$ cat src/rtl/c7bbiu_rd_arb_n.sv
// N-master AXI read arbiter: round-robin AR issue through one slot, R routing by ID, per-master cancel.
// Define C7BBIU_RD_BURST_EN to take per-master burst lengths and report a sticky error on the last beat.
module c7bbiu_rd_arb_n #(
    parameter int NUM_MST  = 2,
    parameter int ADDR_W   = 32,
    parameter int DATA_W   = 32,
    parameter int ID_W     = 4,
    parameter int MAX_OUTS = 2
) (
    input  logic                      clk,
    input  logic                      resetn,
    input  logic [NUM_MST-1:0]        mst_rd_req,
    input  logic [NUM_MST*ADDR_W-1:0] mst_rd_addr,
`ifdef C7BBIU_RD_BURST_EN
    input  logic [NUM_MST*8-1:0]      mst_rd_len,
`endif
    input  logic [NUM_MST-1:0]        mst_rd_cancel,
    output logic [NUM_MST-1:0]        biu_mst_rd_ack,
    output logic [NUM_MST-1:0]        biu_mst_data_valid,
    output logic [DATA_W-1:0]         biu_mst_data,
    output logic [NUM_MST-1:0]        biu_mst_err,
    input  logic                      ext_biu_ar_ready,
    output logic                      biu_ext_ar_valid,
    output logic [ID_W-1:0]           biu_ext_ar_id,
    output logic [ADDR_W-1:0]         biu_ext_ar_addr,
    output logic [7:0]                biu_ext_ar_len,
    output logic [2:0]                biu_ext_ar_size,
    output logic [1:0]                biu_ext_ar_burst,
    output logic                      biu_ext_ar_lock,
    output logic [3:0]                biu_ext_ar_cache,
    output logic [2:0]                biu_ext_ar_prot,
    output logic                      biu_ext_r_ready,
    input  logic                      ext_biu_r_valid,
    input  logic [ID_W-1:0]           ext_biu_r_id,
    input  logic [DATA_W-1:0]         ext_biu_r_data,
    input  logic                      ext_biu_r_last,
    input  logic [1:0]                ext_biu_r_resp
);

    localparam int IDX_W = (NUM_MST > 1) ? $clog2(NUM_MST) : 1;
    localparam int CNT_W = 3;
    localparam logic [ID_W:0]  NUM_MST_ID  = (ID_W+1)'(NUM_MST);
    localparam logic [IDX_W:0] NUM_MST_IDX = (IDX_W+1)'(NUM_MST);

    logic [IDX_W-1:0]  rr_ptr_reg, rr_ptr_next;
    logic              ar_valid_reg, ar_valid_next;
    logic [ID_W-1:0]   ar_id_reg, ar_id_next;
    logic [ADDR_W-1:0] ar_addr_reg, ar_addr_next;
    logic [7:0]        ar_len_reg, ar_len_next;

    logic [NUM_MST-1:0] eligible;
    logic [IDX_W-1:0]   win_idx;
    logic               win_found;
    logic [IDX_W:0]     cand;
    logic               grant_vld;
    logic               r_id_ok;

    // Search starts one past the last winner and wraps, so the previous winner has lowest priority.
    always_comb begin
        win_idx   = '0;
        win_found = 1'b0;
        cand      = '0;
        for (int k = 1; k <= NUM_MST; k++) begin
            cand = {1'b0, rr_ptr_reg} + (IDX_W+1)'(k);
            if (cand >= NUM_MST_IDX)
                cand = cand - NUM_MST_IDX;
            if (!win_found && eligible[cand[IDX_W-1:0]]) begin
                win_found = 1'b1;
                win_idx   = cand[IDX_W-1:0];
            end
        end
    end

    assign grant_vld = resetn & win_found & (~ar_valid_reg | ext_biu_ar_ready);
    assign r_id_ok   = ({1'b0, ext_biu_r_id} < NUM_MST_ID);

    always_comb begin
        rr_ptr_next   = rr_ptr_reg;
        ar_valid_next = ar_valid_reg;
        ar_id_next    = ar_id_reg;
        ar_addr_next  = ar_addr_reg;
        ar_len_next   = ar_len_reg;
        if (ar_valid_reg && ext_biu_ar_ready)
            ar_valid_next = 1'b0;
        if (grant_vld) begin
            rr_ptr_next   = win_idx;
            ar_valid_next = 1'b1;
            ar_id_next    = ID_W'(win_idx);
            ar_addr_next  = mst_rd_addr[win_idx*ADDR_W +: ADDR_W];
`ifdef C7BBIU_RD_BURST_EN
            ar_len_next   = mst_rd_len[win_idx*8 +: 8];
`else
            ar_len_next   = 8'd0;
`endif
        end
    end

    always_ff @(posedge clk or negedge resetn) begin
        if (!resetn) begin
            rr_ptr_reg   <= IDX_W'(NUM_MST - 1);
            ar_valid_reg <= 1'b0;
            ar_id_reg    <= '0;
            ar_addr_reg  <= '0;
            ar_len_reg   <= '0;
        end else begin
            rr_ptr_reg   <= rr_ptr_next;
            ar_valid_reg <= ar_valid_next;
            ar_id_reg    <= ar_id_next;
            ar_addr_reg  <= ar_addr_next;
            ar_len_reg   <= ar_len_next;
        end
    end

    genvar gi;
    generate
        for (gi = 0; gi < NUM_MST; gi++) begin : g_mst
            logic [CNT_W-1:0] outs_cnt_reg, outs_cnt_next;
            logic [CNT_W-1:0] drop_cnt_reg, drop_cnt_next;
            logic             r_hit, r_done, dropping;

            assign r_hit    = ext_biu_r_valid & r_id_ok & (ext_biu_r_id == ID_W'(gi));
            assign r_done   = r_hit & ext_biu_r_last;
            assign dropping = (drop_cnt_reg != '0);

            assign eligible[gi]       = mst_rd_req[gi] & ~mst_rd_cancel[gi] &
                                        (outs_cnt_reg < CNT_W'(MAX_OUTS));
            assign biu_mst_rd_ack[gi] = grant_vld & (win_idx == IDX_W'(gi));
            assign biu_mst_data_valid[gi] = resetn & r_hit & ~dropping;

            // Cancel snapshots the post-update count so a return completing this cycle is not double-dropped.
            always_comb begin
                outs_cnt_next = outs_cnt_reg;
                drop_cnt_next = drop_cnt_reg;
                if (biu_mst_rd_ack[gi] && !r_done && outs_cnt_reg != CNT_W'(MAX_OUTS))
                    outs_cnt_next = outs_cnt_reg + 1'b1;
                else if (!biu_mst_rd_ack[gi] && r_done && outs_cnt_reg != '0)
                    outs_cnt_next = outs_cnt_reg - 1'b1;
                if (mst_rd_cancel[gi])
                    drop_cnt_next = outs_cnt_next;
                else if (r_done && dropping)
                    drop_cnt_next = drop_cnt_reg - 1'b1;
            end

            always_ff @(posedge clk or negedge resetn) begin
                if (!resetn) begin
                    outs_cnt_reg <= '0;
                    drop_cnt_reg <= '0;
                end else begin
                    outs_cnt_reg <= outs_cnt_next;
                    drop_cnt_reg <= drop_cnt_next;
                end
            end

`ifdef C7BBIU_RD_BURST_EN
            logic err_sticky_reg, err_now;
            assign err_now         = err_sticky_reg | (ext_biu_r_resp != 2'b00);
            assign biu_mst_err[gi] = biu_mst_data_valid[gi] & ext_biu_r_last & err_now;

            always_ff @(posedge clk or negedge resetn) begin
                if (!resetn)
                    err_sticky_reg <= 1'b0;
                else if (r_hit)
                    err_sticky_reg <= ext_biu_r_last ? 1'b0 : err_now;
            end
`else
            assign biu_mst_err[gi] = biu_mst_data_valid[gi] & (ext_biu_r_resp != 2'b00);
`endif
        end
    endgenerate

    assign biu_mst_data     = ext_biu_r_data;
    assign biu_ext_ar_valid = ar_valid_reg;
    assign biu_ext_ar_id    = ar_id_reg;
    assign biu_ext_ar_addr  = ar_addr_reg;
    assign biu_ext_ar_len   = ar_len_reg;
    assign biu_ext_ar_size  = 3'b010;
    assign biu_ext_ar_burst = 2'b01;
    assign biu_ext_ar_lock  = 1'b0;
    assign biu_ext_ar_cache = 4'b0000;
    assign biu_ext_ar_prot  = 3'b000;
    assign biu_ext_r_ready  = 1'b1;

endmodule

$ cat config.mk
export PLATFORM = sky130hd
export DESIGN_NAME = c7bbiu_rd_arb_n
export DESIGN_NICKNAME = d
export VERILOG_FILES = /design/src/rtl/c7bbiu_rd_arb_n.sv
export SDC_FILE = /design/constraint.sdc
export NUM_CORES = 1
export LEC_CHECK = 0
export BUFFER_PORTS_ARGS = -buffer_cell sky130_fd_sc_hd__buf_2
export CORE_ASPECT_RATIO = 0.6
export CORE_MARGIN = 2
export CORE_UTILIZATION = 43
export CTS_BUF_LIST = sky130_fd_sc_hd__clkbuf_8
export CTS_CLUSTER_DIAMETER = 30
export CTS_CLUSTER_SIZE = 12
export DETAILED_ROUTE_END_ITERATION = 16
export PLACE_DENSITY = 0.94
export SLEW_MARGIN = 25
export SYNTH_ARGS = -nofsm -noshare
export SYNTH_HDL_FRONTEND = slang
export SYNTH_SLANG_ARGS = --single-unit
$ cat constraint.sdc
create_clock -name clk -period 2.7 [get_ports clk]
set_input_delay 0.54 -clock clk [delete_from_list [all_inputs] [get_ports clk]]
set_output_delay 0.54 -clock clk [all_outputs]
set_load 0.05 [all_outputs]
; Yosys cells after proc, flatten, opt, wreduce, memory -nomap -nowiden
; Index checks and enable logic that the tools add are counted.
; Widths: inputs -> output; s select.
[word_totals]
register_bits = 47
inputBits = 111
out_inout_bits = 97
elab_cells = 101
[classes]
n_addsub = 10
magnitude_cmp = 7
eq_ne = 3
shifts = 1
muxes = 20
bitwise = 26
n_reduce_logical = 26
[ops]
columns = operator, n
row1 = $shiftx 64x7->32, 1
row2 = $mux 3, 8
row3 = $and 1x1->1, 19
row4 = $logic_and 1x1->1, 12
row5 = $mux 1, 12
row6 = $reduce_bool 3->1, 4
row7 = $sub 3x1->3 const B, 4
row8 = $reduce_bool 2->1, 4
row9 = $add 3x1->3 const B, 2
row10 = $lt 3x2->1 const B, 2
row11 = $ne 3x2->1 const B, 2
row12 = $not 1->1, 6
row13 = $logic_not 1->1, 5
row14 = $eq 4x1->1 const B, 1
row15 = $ge 2x2->1 const B, 2
row16 = $logic_not 4->1, 1
row17 = $lt 1x2->1 const B, 2
row18 = $lt 4x2->1 const B, 1
row19 = $add 1x1->2 const B, 1
row20 = $add 1x2->2 const B, 1
row21 = $sub 1x1->1 const B, 2
row22 = $or 1x1->1, 1

; Depth between registers and ports, before layout
; Gate-level depths: netlist (run 1).
[depth]
word_depth = 18
mapped_depth = 8
depth_no_buf = 6

; Worst setup path before layout (run 1)
; OpenSTA, ideal clock, no wires.
[synth_timing]
path_kind = input to output
startpoint = in ext_biu_r_id[3]
endpoint = out biu_mst_err[0]
t_arrival_ps = 2853
t_required_ps = 2160
setup_slack_ps = -693
cell_stages = 4
n_path_buf = 1
path_cell_list = nor4b_1 -> clkbuf_1 -> nand2_1 -> nor4_1
[synth_between]
elab_chain_cells = 6
word_cells_on_any_way = 7
cone_classes = 1 x order compare / 5 x bitwise / 1 x reduce/logical
[synth_rtl]
columns = item, line_no
row1 = start: declaration, 34  ; input logic [ID_W-1:0] ext_biu_r_id,
row2 = $lt 4x2->1, 75  ; assign r_id_ok = ({1'b0, ext_biu_r_id} < NUM_MST_ID);
row3 = $and 1x1->1, 121  ; assign r_hit = ext_biu_r_valid & r_id_ok & (ext_biu_r_id == ID_W'(gi));
row4 = $and 1x1->1 (*), 121
row5 = $and 1x1->1 (*) (2 in a row), 128  ; assign biu_mst_data_valid[gi] = resetn & r_hit & ~dropping;
row6 = $and 1x1->1 (*), 166  ; assign biu_mst_err[gi] = biu_mst_data_valid[gi] & (ext_biu_r_resp != 2'b00);
row7 = end: declaration, 21  ; output logic [NUM_MST-1:0] biu_mst_err,
; Mark *: on every way between the ends. The rest lies on a longest branch, timed or not.

; Worst setup path after layout (run 1)
[layout_timing]
startpoint = reg g_mst[1].outs_cnt_reg[1]
endpoint = out biu_mst_rd_ack[0]
[layout_between]
elab_chain_cells = 11
word_cells_on_any_way = 16
cone_classes = 1 x order compare / 8 x mux / 5 x bitwise / 2 x reduce/logical
[layout_rtl]
columns = item, line_no
row1 = start: declaration, 117  ; logic [CNT_W-1:0] outs_cnt_reg, outs_cnt_next;
row2 = start signal: assignment, 149  ; outs_cnt_reg <= outs_cnt_next;
row3 = $lt 3x2->1 (*), 126  ; (outs_cnt_reg < CNT_W'(MAX_OUTS));
row4 = $and 1x1->1 (*), 125  ; assign eligible[gi] = mst_rd_req[gi] & ~mst_rd_cancel[gi] &
row5 = $mux 1 (implied by the code) (2 in a row), 67  ; if (!win_found && eligible[cand[IDX_W-1:0]]) begin
row6 = $mux 1, 67
row7 = $logic_not 1->1, 67
row8 = $logic_and 1x1->1, 67
row9 = $mux 1, 67
row10 = $and 1x1->1 (2 in a row), 74  ; assign grant_vld = resetn & win_found & (~ar_valid_reg | ext_biu_ar_ready);
row11 = $and 1x1->1 (*), 127  ; assign biu_mst_rd_ack[gi] = grant_vld & (win_idx == IDX_W'(gi));
row12 = end: declaration, 18  ; output logic [NUM_MST-1:0] biu_mst_rd_ack,
; Mark *: on every way between the ends. The rest lies on a longest branch, timed or not. The select of a mux whose other input is x is not followed.

==> summary.txt, run 1 <==
status: finished, final reports clean
global-route wire length before repair: 11.2 mm
CP Launch Type: register
final worst setup slack: 0.161 ns
FP Rows: 23
Avg WL per Cell: 15.3 um
Die Wd: 112 um
simple-gate share of the synthesized area: 0.101
CP max stage delay: 0.61 ns
share of cells above drive strength 1: 0.370
grt total ovfl: 0
main combinational cell family by area after synthesis: buffers and inverters
full die area: 7710 um^2
Die H: 68.8 um
depth of the CTS H-tree: 2
Post-Synth XOR/XNOR Area: 0.00582
Core Area: 6730 um^2
CP startpoint: g_mst[1].outs_cnt_reg[1]
Post-CTS Setup Bufs: 0
TritonCTS buffer count: 5
Setup WS pre-CTS: 0.193 ns
hold_ws: 0.307 ns
final total power: 3.60 mW
CP arrival: 2.00 ns
Mean Syn Cell Area: 9.90 um^2
final setup fails: 0
Slew Viols, Final: 0
clock sink count: 47
1st-pass router iterations: 6
ys async rst share: 1.00
VDD IR max: 0.686 mV
Layout area overhead: 14.8%
Max Fclk: 0.394 GHz
leakage power: 1.95 nW
Final ANT Viol Nets: 0
post-synthesis mux area share: 0.0204
Worst R2R Start: g_mst[1].outs_cnt_reg[1]
Clock Skews: 0.00489 ns
max reg flops: 32
CTS Hold Bufs: 0
final instance area: 3460 um^2
main flop type after synthesis: dfrtp_1
crit path cell chain: or4b_4 > o2111ai_4 > inv_2 > buf_2
Detailed Place HPWL: 5.54 mm
I/O pin count: 208
Synth Area in Compound Gates: 0.195
Yosys reg bits: 47
Setup Crit Path Kind: register to output pin
Antenna Cells: 0
slowest stage cell on the critical path: or4b_4
Synth Warn #: 0
number of DRC markers in iteration 0: 202
initial core utilization: 0.447
Cells after Synth: 304
Worst Hold Class: input port to async pin
GPL Wtd Cong: 0.950
CP Capture Type: output pin
total wire length: 7.28 mm
fin crit period: 2.54 ns
RSZ-0062 raised after global routing: false
Max-Cap Viols: 0
post_cts resized: 0
initial antenna violation count: 0
Clock Path Buffers: 2
Synth Area in Adders: 0.0499
via count: 2568
count of final hold-check violations: 0
CTS tree: yes
number of port buffers: 118
vias in the first global route: 2344
fin crit share: 0.940
synthesized area: 3010 um^2
drt drc: 0
worst-path fanout max: 7
clock latency on the worst-skew pair: 0.29 ns
clock root buffer: clkbuf_8
largest net degree at the start of global routing: 39
TNS Setup: 0 ns
Post-layout nets: 511
Worst-path clk slew: 0.08 ns
global-route usage over all layers: 0.183
PD cells: 1040 nW/um^2
Crit path required time: 2.16 ns
register area share after synthesis: 0.391
EDFF count, synth: 0
area post-placement: 3350 um^2
vias per cell: 5.39
Cell variety after synth: 49
## cell usage after synthesis (2+ instances only)
cell | count | share of area
nor4b_1 | 2 | 0.0058
buf_2 | 2 | 0.0033
clkbuf_1 | 6 | 0.0075
a222oi_1 | 32 | 0.11
buf_6 | 4 | 0.015
nand2b_1 | 4 | 0.0083
nor3_1 | 6 | 0.010
nor2_1 | 8 | 0.010
conb_1 | 2 | 0.0025
a31oi_1 | 4 | 0.0083
ha_1 | 12 | 0.050
nand2_1 | 9 | 0.011
nor3b_1 | 2 | 0.0050
inv_1 | 47 | 0.059
nor2b_1 | 4 | 0.0083
o21ai_0 | 3 | 0.0050
dfrtp_1 | 46 | 0.38
xnor2_1 | 2 | 0.0058
a21oi_1 | 7 | 0.012
o211ai_1 | 2 | 0.0050
buf_4 | 60 | 0.15
a21o_1 | 2 | 0.0050
nand3_1 | 6 | 0.010
mux2i_1 | 5 | 0.017
a311oi_1 | 2 | 0.0058
a32oi_1 | 2 | 0.0058
## area by class of cell
class                   instances  area (um^2)
clock inverters                 3         37.5
clock buffers                   5         68.8
multi-input cells             160         1230
fillers                       594         3280
well taps                      87          109
repair buffers                126          651
inverters                      48          180
flip-flops and latches         47         1180
## cells by family after synthesis
| family | Yosys count |
|---|---|
| buffers and inverters | 120 |
| AO/OA/AOI/OAI | 64 |
| AND/OR/NAND/NOR | 51 |
| flip-flops | 47 |
| adder cells (fa/ha/maj) | 12 |
| multiplexers | 6 |
| other | 2 |
| XOR/XNOR | 2 |
## worst max-delay path: cells and delay by family, from the launching register on
kind | cells | cell delay [ns]
AOI/OAI and AO/OA | 1 | 0.34
buffers and inverters | 2 | 0.29
and+or+nand+nor | 1 | 0.61
DFF | 1 | 0.47
## layout by cell type (no fill, tap or decap), drive strengths merged, types with 3 or more instances in the layout
cell type  synthesis  final
nor3               6      6
a21oi              7      7
clkbuf             6      5
nor2               8      8
a31oi              4      4
buf               66    126
conb               2     25
nor4b              3      3
nand2              9      9
inv               48     50
o21ai              3      3
a222oi            32     32
ha                12     12
nand2b             4      4
nor2b              4      4
nand3              6      6
dfrtp             46     46
mux2i              5      5
## report_power, final
part / leakage (nW) / total [mW] / internal (mW) / switching, mW
Combinational: 1.32 / 1.89 / 0.518 / 1.37
Sequential: 0.567 / 1.22 / 1.00 / 0.214
Clock: 0.0607 / 0.499 / 0.270 / 0.229
## stage by stage
step	utilization	instances
finish	0.513	476
detailed placement	0.497	468
CTS	0.513	476
global route	0.513	476
floorplan	-	327
global placement	0.497	468
## per-layer routing
| metal | routed length, um | global-route usage |
|---|---|---|
| met1 | 3170 | 0.238 |
| met2 | 3360 | 0.305 |
| met3 | 699 | 0.0551 |
| met4 | 50 | 0.0518 |
| met5 | 0 | 0 |
## worst paths after layout
kind | endpoint | slack, ns | cells past startpoint
min reg2reg | biu_ext_ar_addr[28] | 0.50 | 2
min | rr_ptr_reg | 0.31 | 1
max | biu_mst_rd_ack[0] | 0.16 | 4
max in group asynchronous | biu_ext_ar_addr[13] | 2.02 | 2
min in group clk | biu_ext_ar_addr[13] | 0.47 | 3
max reg2reg | g_mst[1].drop_cnt_reg[1] | 0.33 | 5
No activity file was read; power rests on OpenSTA's default activity.
==> run 2: changes to the inputs <==
Settings changed: CORE_UTILIZATION 43 to 34, PLACE_DENSITY 0.94 to 0.79.
==> summary.txt, run 2 (synthesis results as in run 1) <==
Detailed Place HPWL: 5.42 mm
Antenna Cells: 0
depth of the CTS H-tree: 2
Slew Viols, Final: 0
slowest stage cell on the critical path: or4b_4
sequential power share: 0.330
Max-Cap Viols: 0
CP arrival: 2.00 ns
Clock Skews: 0.00708 ns
Gate power share: 0.524
max reg flops: 32
Post-CTS Setup Bufs: 0
VDD IR max: 0.575 mV
1st-pass router iterations: 9
Die H: 76.9 um
Avg WL per Cell: 14.2 um
most frequent cells in the layout: buf_2, inv_1, dfrtp_1
I/O pin count: 208
final total power: 3.65 mW
number of DRC markers in iteration 0: 260
largest net degree at the start of global routing: 39
count of final hold-check violations: 0
Crit path required time: 2.16 ns
FP Rows: 26
fin crit period: 2.54 ns
CP max stage delay: 0.60 ns
Max Fclk: 0.394 GHz
Worst Hold Class: input port to async pin
final setup fails: 0
vias in the first global route: 2294
initial core utilization: 0.352
Layout area overhead: 16.4%
Core Area: 8560 um^2
initial antenna violation count: 0
status: finished, final reports clean
hold_ws: 0.334 ns
Internal: 1.81 mW
drt drc: 0
via count: 2511
GPL Wtd Cong: 0.797
leakage power: 1.95 nW
global-route wire length before repair: 11.5 mm
number of port buffers: 118
CP Launch Type: register
CTS tree: yes
crit path cell chain: or4b_4 > a2111oi_4 > buf_2
Post-layout nets: 512
clock sink count: 47
vias per cell: 5.00
Clock Path Buffers: 2
clock latency on the worst-skew pair: 0.30 ns
Setup Crit Path Kind: register to output pin
Worst-path clk slew: 0.09 ns
grt total ovfl: 0
Final ANT Viol Nets: 0
total wire length: 7.13 mm
TritonCTS buffer count: 5
clock root buffer: clkbuf_8
CP Capture Type: output pin
fin crit share: 0.940
full die area: 9650 um^2
Clk network pwr share: 0.146
Sw Pwr: 1.84 mW
worst-path fanout max: 7
CTS Hold Bufs: 0
share of cells above drive strength 1: 0.377
switching share of power: 0.504
global-route usage over all layers: 0.147
PD cells: 1040 nW/um^2
commonest non-fill, non-tap cell in the layout: buf_2
post_cts resized: 0
RSZ-0062 raised after global routing: false
Die Wd: 125 um
run 2: path summary, 6_finish.rpt:
path                                           from                       end  slack, ns  cells past startpoint
max reg2reg                g_mst[1].outs_cnt_reg[1]  g_mst[1].drop_cnt_reg[1]       0.37                      5
max in group asynchronous                    resetn       biu_ext_ar_addr[17]       2.06                      2
min                                          resetn          biu_ext_ar_valid       0.33                      2
max                        g_mst[1].outs_cnt_reg[1]         biu_mst_rd_ack[1]       0.16                      3
min reg2reg                     biu_ext_ar_addr[18]       biu_ext_ar_addr[18]       0.49                      2
min in group clk                    mst_rd_addr[25]       biu_ext_ar_addr[25]       0.47                      3
run 2: cell type report:
| type | instances | area [um^2] |
|---|---|---|
| inverter | 48 | 180 |
| multi-input combinational | 160 | 1230 |
| sequential | 47 | 1180 |
| tap | 112 | 140 |
| fill | 840 | 5050 |
| timing repair buffer | 127 | 658 |
| clock inverter | 3 | 47.5 |
| clock buffer | 5 | 68.8 |
run 2: power groups by stage:
stage	Clock (mW)	Sequential (mW)	Combinational, mW
2_1_floorplan	0	1.98	0.823
3_3_place_gp	0	1.20	1.88
3_5_place_dp	0	1.20	1.92
4_1_cts	0.561	1.20	1.92
5_1_grt	0.593	1.25	2.05
6_report	0.532	1.20	1.91
run 2: per-layer routing:
metal  vias up  track usage  share of wire
met5         -            0              0
met3         8       0.0440           0.10
met1      1189        0.201           0.45
met2       141        0.230           0.45
met4         0       0.0356         0.0066
li1       1173            -              -
run 2: metrics by stage:
step | cell area [um^2] | setup TNS, ns | utilization | cells | worst slack (ns)
after floorplan | 3120 | -0.261 | - | 327 | -0.163
after global placement | 3390 | 0 | 0.396 | 494 | 0.274
after detailed placement | 3390 | 0 | 0.396 | 494 | 0.184
after CTS | 3500 | 0 | 0.410 | 502 | 0.127
after global routing | 3500 | 0 | 0.410 | 502 | 0.0628
final | 3500 | 0 | 0.410 | 502 | 0.162
run 2: worst max-delay path, delay by kind of cell, from the launching register on:
family / cells / cell delay (ns)
flops: 1 / 0.46
simple gates: 1 / 0.60
compound gates: 1 / 0.31
buf+inv: 1 / 0.33
==> run 3: changes to the inputs <==
--- a/config.mk
+++ b/config.mk
@@ -15,2 +15,3 @@
 export DETAILED_ROUTE_END_ITERATION = 16
+export GPL_TIMING_DRIVEN = 0
 export PLACE_DENSITY = 0.79
==> constraint.sdc (replaced) <==
create_clock -name clk -period 2.7 [get_ports clk]
set_input_delay 0.27 -clock clk [delete_from_list [all_inputs] [get_ports clk]]
set_output_delay 0.27 -clock clk [all_outputs]
set_load 0.05 [all_outputs]
==> summary.txt, run 3 (synthesis results as in run 1) <==
global-route wire length before repair: 13.1 mm
hold_ws: -0.00608 ns
commonest non-fill, non-tap cell in the layout: buf_2
clock root buffer: clkbuf_8
fin crit share: 0.952
final core utilization: 0.480
CP arrival: 2.30 ns
initial antenna violation count: 0
most frequent cells in the layout: buf_2, buf_4, inv_1
RSZ-0062 raised after global routing: false
CP Capture Type: output pin
vias per cell: 4.81
Detailed Place HPWL: 6.50 mm
grt total ovfl: 0
Worst-path clk slew: 0.09 ns
count of final hold-check violations: 5
Slew Viols, Final: 0
Setup WS pre-CTS: 0.283 ns
VDD IR max: 0.651 mV
1st-pass router iterations: 7
clock sink count: 47
number of fill cells: 808
max reg flops: 32
PD cells: 913 nW/um^2
slowest stage cell on the critical path: or4b_4
final setup fails: 0
vias in the first global route: 2696
TritonCTS buffer count: 5
depth of the CTS H-tree: 2
Post-layout nets: 608
Layout area overhead: 36.3%
Crit path required time: 2.43 ns
CTS Hold Bufs: 0
CP Launch Type: register
share of cells above drive strength 1: 0.481
register area: 1180 um^2
worst-path fanout max: 10
drt drc: 0
relative slew slack: 0.517
Tightest Pin Transition: 0.721 ns
Die Wd: 125 um
Setup Crit Path Kind: register to output pin
status: complete, but fails checks
Max Fclk: 0.389 GHz
area post-placement: 3990 um^2
GPL Wtd Cong: 0.821
Final ANT Viol Nets: 0
global-route usage over all layers: 0.166
via count: 2875
leakage power: 2.38 nW
initial core utilization: 0.352
failing checks: negative hold slack
area of the multi-input gates: 1220 um^2
TNS Setup: 0 ns
largest net degree at the start of global routing: 53
Core Area: 8560 um^2
full die area: 9650 um^2
Worst Hold Class: input port to async pin
number of port buffers: 149
fin crit period: 2.57 ns
Antenna Cells: 0
CP max stage delay: 0.61 ns
FP Rows: 26
clock latency on the worst-skew pair: 0.30 ns
Max-Cap Viols: 0
final instance area: 4100 um^2
final worst setup slack: 0.129 ns
Avg WL per Cell: 14.1 um
total wire length: 8.43 mm
crit path cell chain: or4b_4 > a2111oi_4 > clkbuf_4 > buf_2
Clock Skews: 0.0128 ns
Die H: 76.9 um
CTS tree: yes
number of DRC markers in iteration 0: 251
Clock Path Buffers: 2
I/O pin count: 208
## run 3: changes by cell type in the layout (fill, tap and decap cells not counted), moves of 4 or more
cell      before  now
clkbuf_1       0    6
buf_4          9   63
buf_2        118  149
buf_6          0    4
## run 3: timing repair
item / 4_1_cts / 5_1_grt
setup buffers: 0 / 2
resized for setup: 0 / 1
setup endpoints to repair: 0 / 2
## run 3: worst paths after layout
| check | depth (start not counted) | startpoint | slack [ns] | end |
|---|---|---|---|---|
| worst max register to register | 7 | g_mst[1].outs_cnt_reg[1] | 0.41 | biu_ext_ar_addr[22] |
| min in group clk | 3 | mst_rd_addr[1] | 0.19 | biu_ext_ar_addr[1] |
| worst min register to register | 2 | biu_ext_ar_addr[11] | 0.49 | biu_ext_ar_addr[11] |
| worst max-delay path | 4 | g_mst[1].outs_cnt_reg[1] | 0.13 | biu_mst_rd_ack[1] |
| worst min-delay path | 1 | resetn | -0.006 | biu_ext_ar_addr[2] |
| max in group asynchronous | 1 | resetn | 2.22 | biu_ext_ar_addr[16] |
## run 3: through the flow
step / hold slack, ns / instances / power [mW]
finish: -0.00608 / 598 / 3.75
global route: 0.0438 / 598 / 4.00
CTS: 0.0191 / 596 / 3.79
detailed placement: 0.364 / 588 / 3.31
global placement: 0.465 / 588 / 3.26
floorplan: -0.0256 / 327 / 2.80
## run 3: layout make-up
| type | instances | share of cell area |
|---|---|---|
| Tap cell | 112 | 0.0342 |
| Clock buffer | 6 | 0.0201 |
| Timing Repair Buffer | 151 | 0.186 |
| Buffer | 72 | 0.129 |
| Multi-Input combinational cell | 160 | 0.297 |
| Sequential cell | 47 | 0.287 |
| Inverter | 48 | 0.0439 |
| Clock inverter | 2 | 0.00213 |
## run 3: per-layer routing
layer / GRT usage / vias to the layer above / share of wire
met4: 0.0267 / 0 / 0.0028
met2: 0.287 / 127 / 0.49
met1: 0.213 / 1372 / 0.43
met3: 0.0440 / 2 / 0.075
li1: - / 1374 / -
met5: 0 / - / 0
## run 3: power breakdown
group	total, mW	switching [mW]	internal (mW)
logic	2.09	1.49	0.605
clock network	0.447	0.243	0.204
registers	1.21	0.205	1.00
## run 3: critical path, delay by kind of cell, from the launching register on
kind | cells | cell delay [ns]
AND/OR/NAND/NOR | 1 | 0.61
buffers and inverters | 2 | 0.57
flip-flops | 1 | 0.47
AO/OA/AOI/OAI | 1 | 0.34
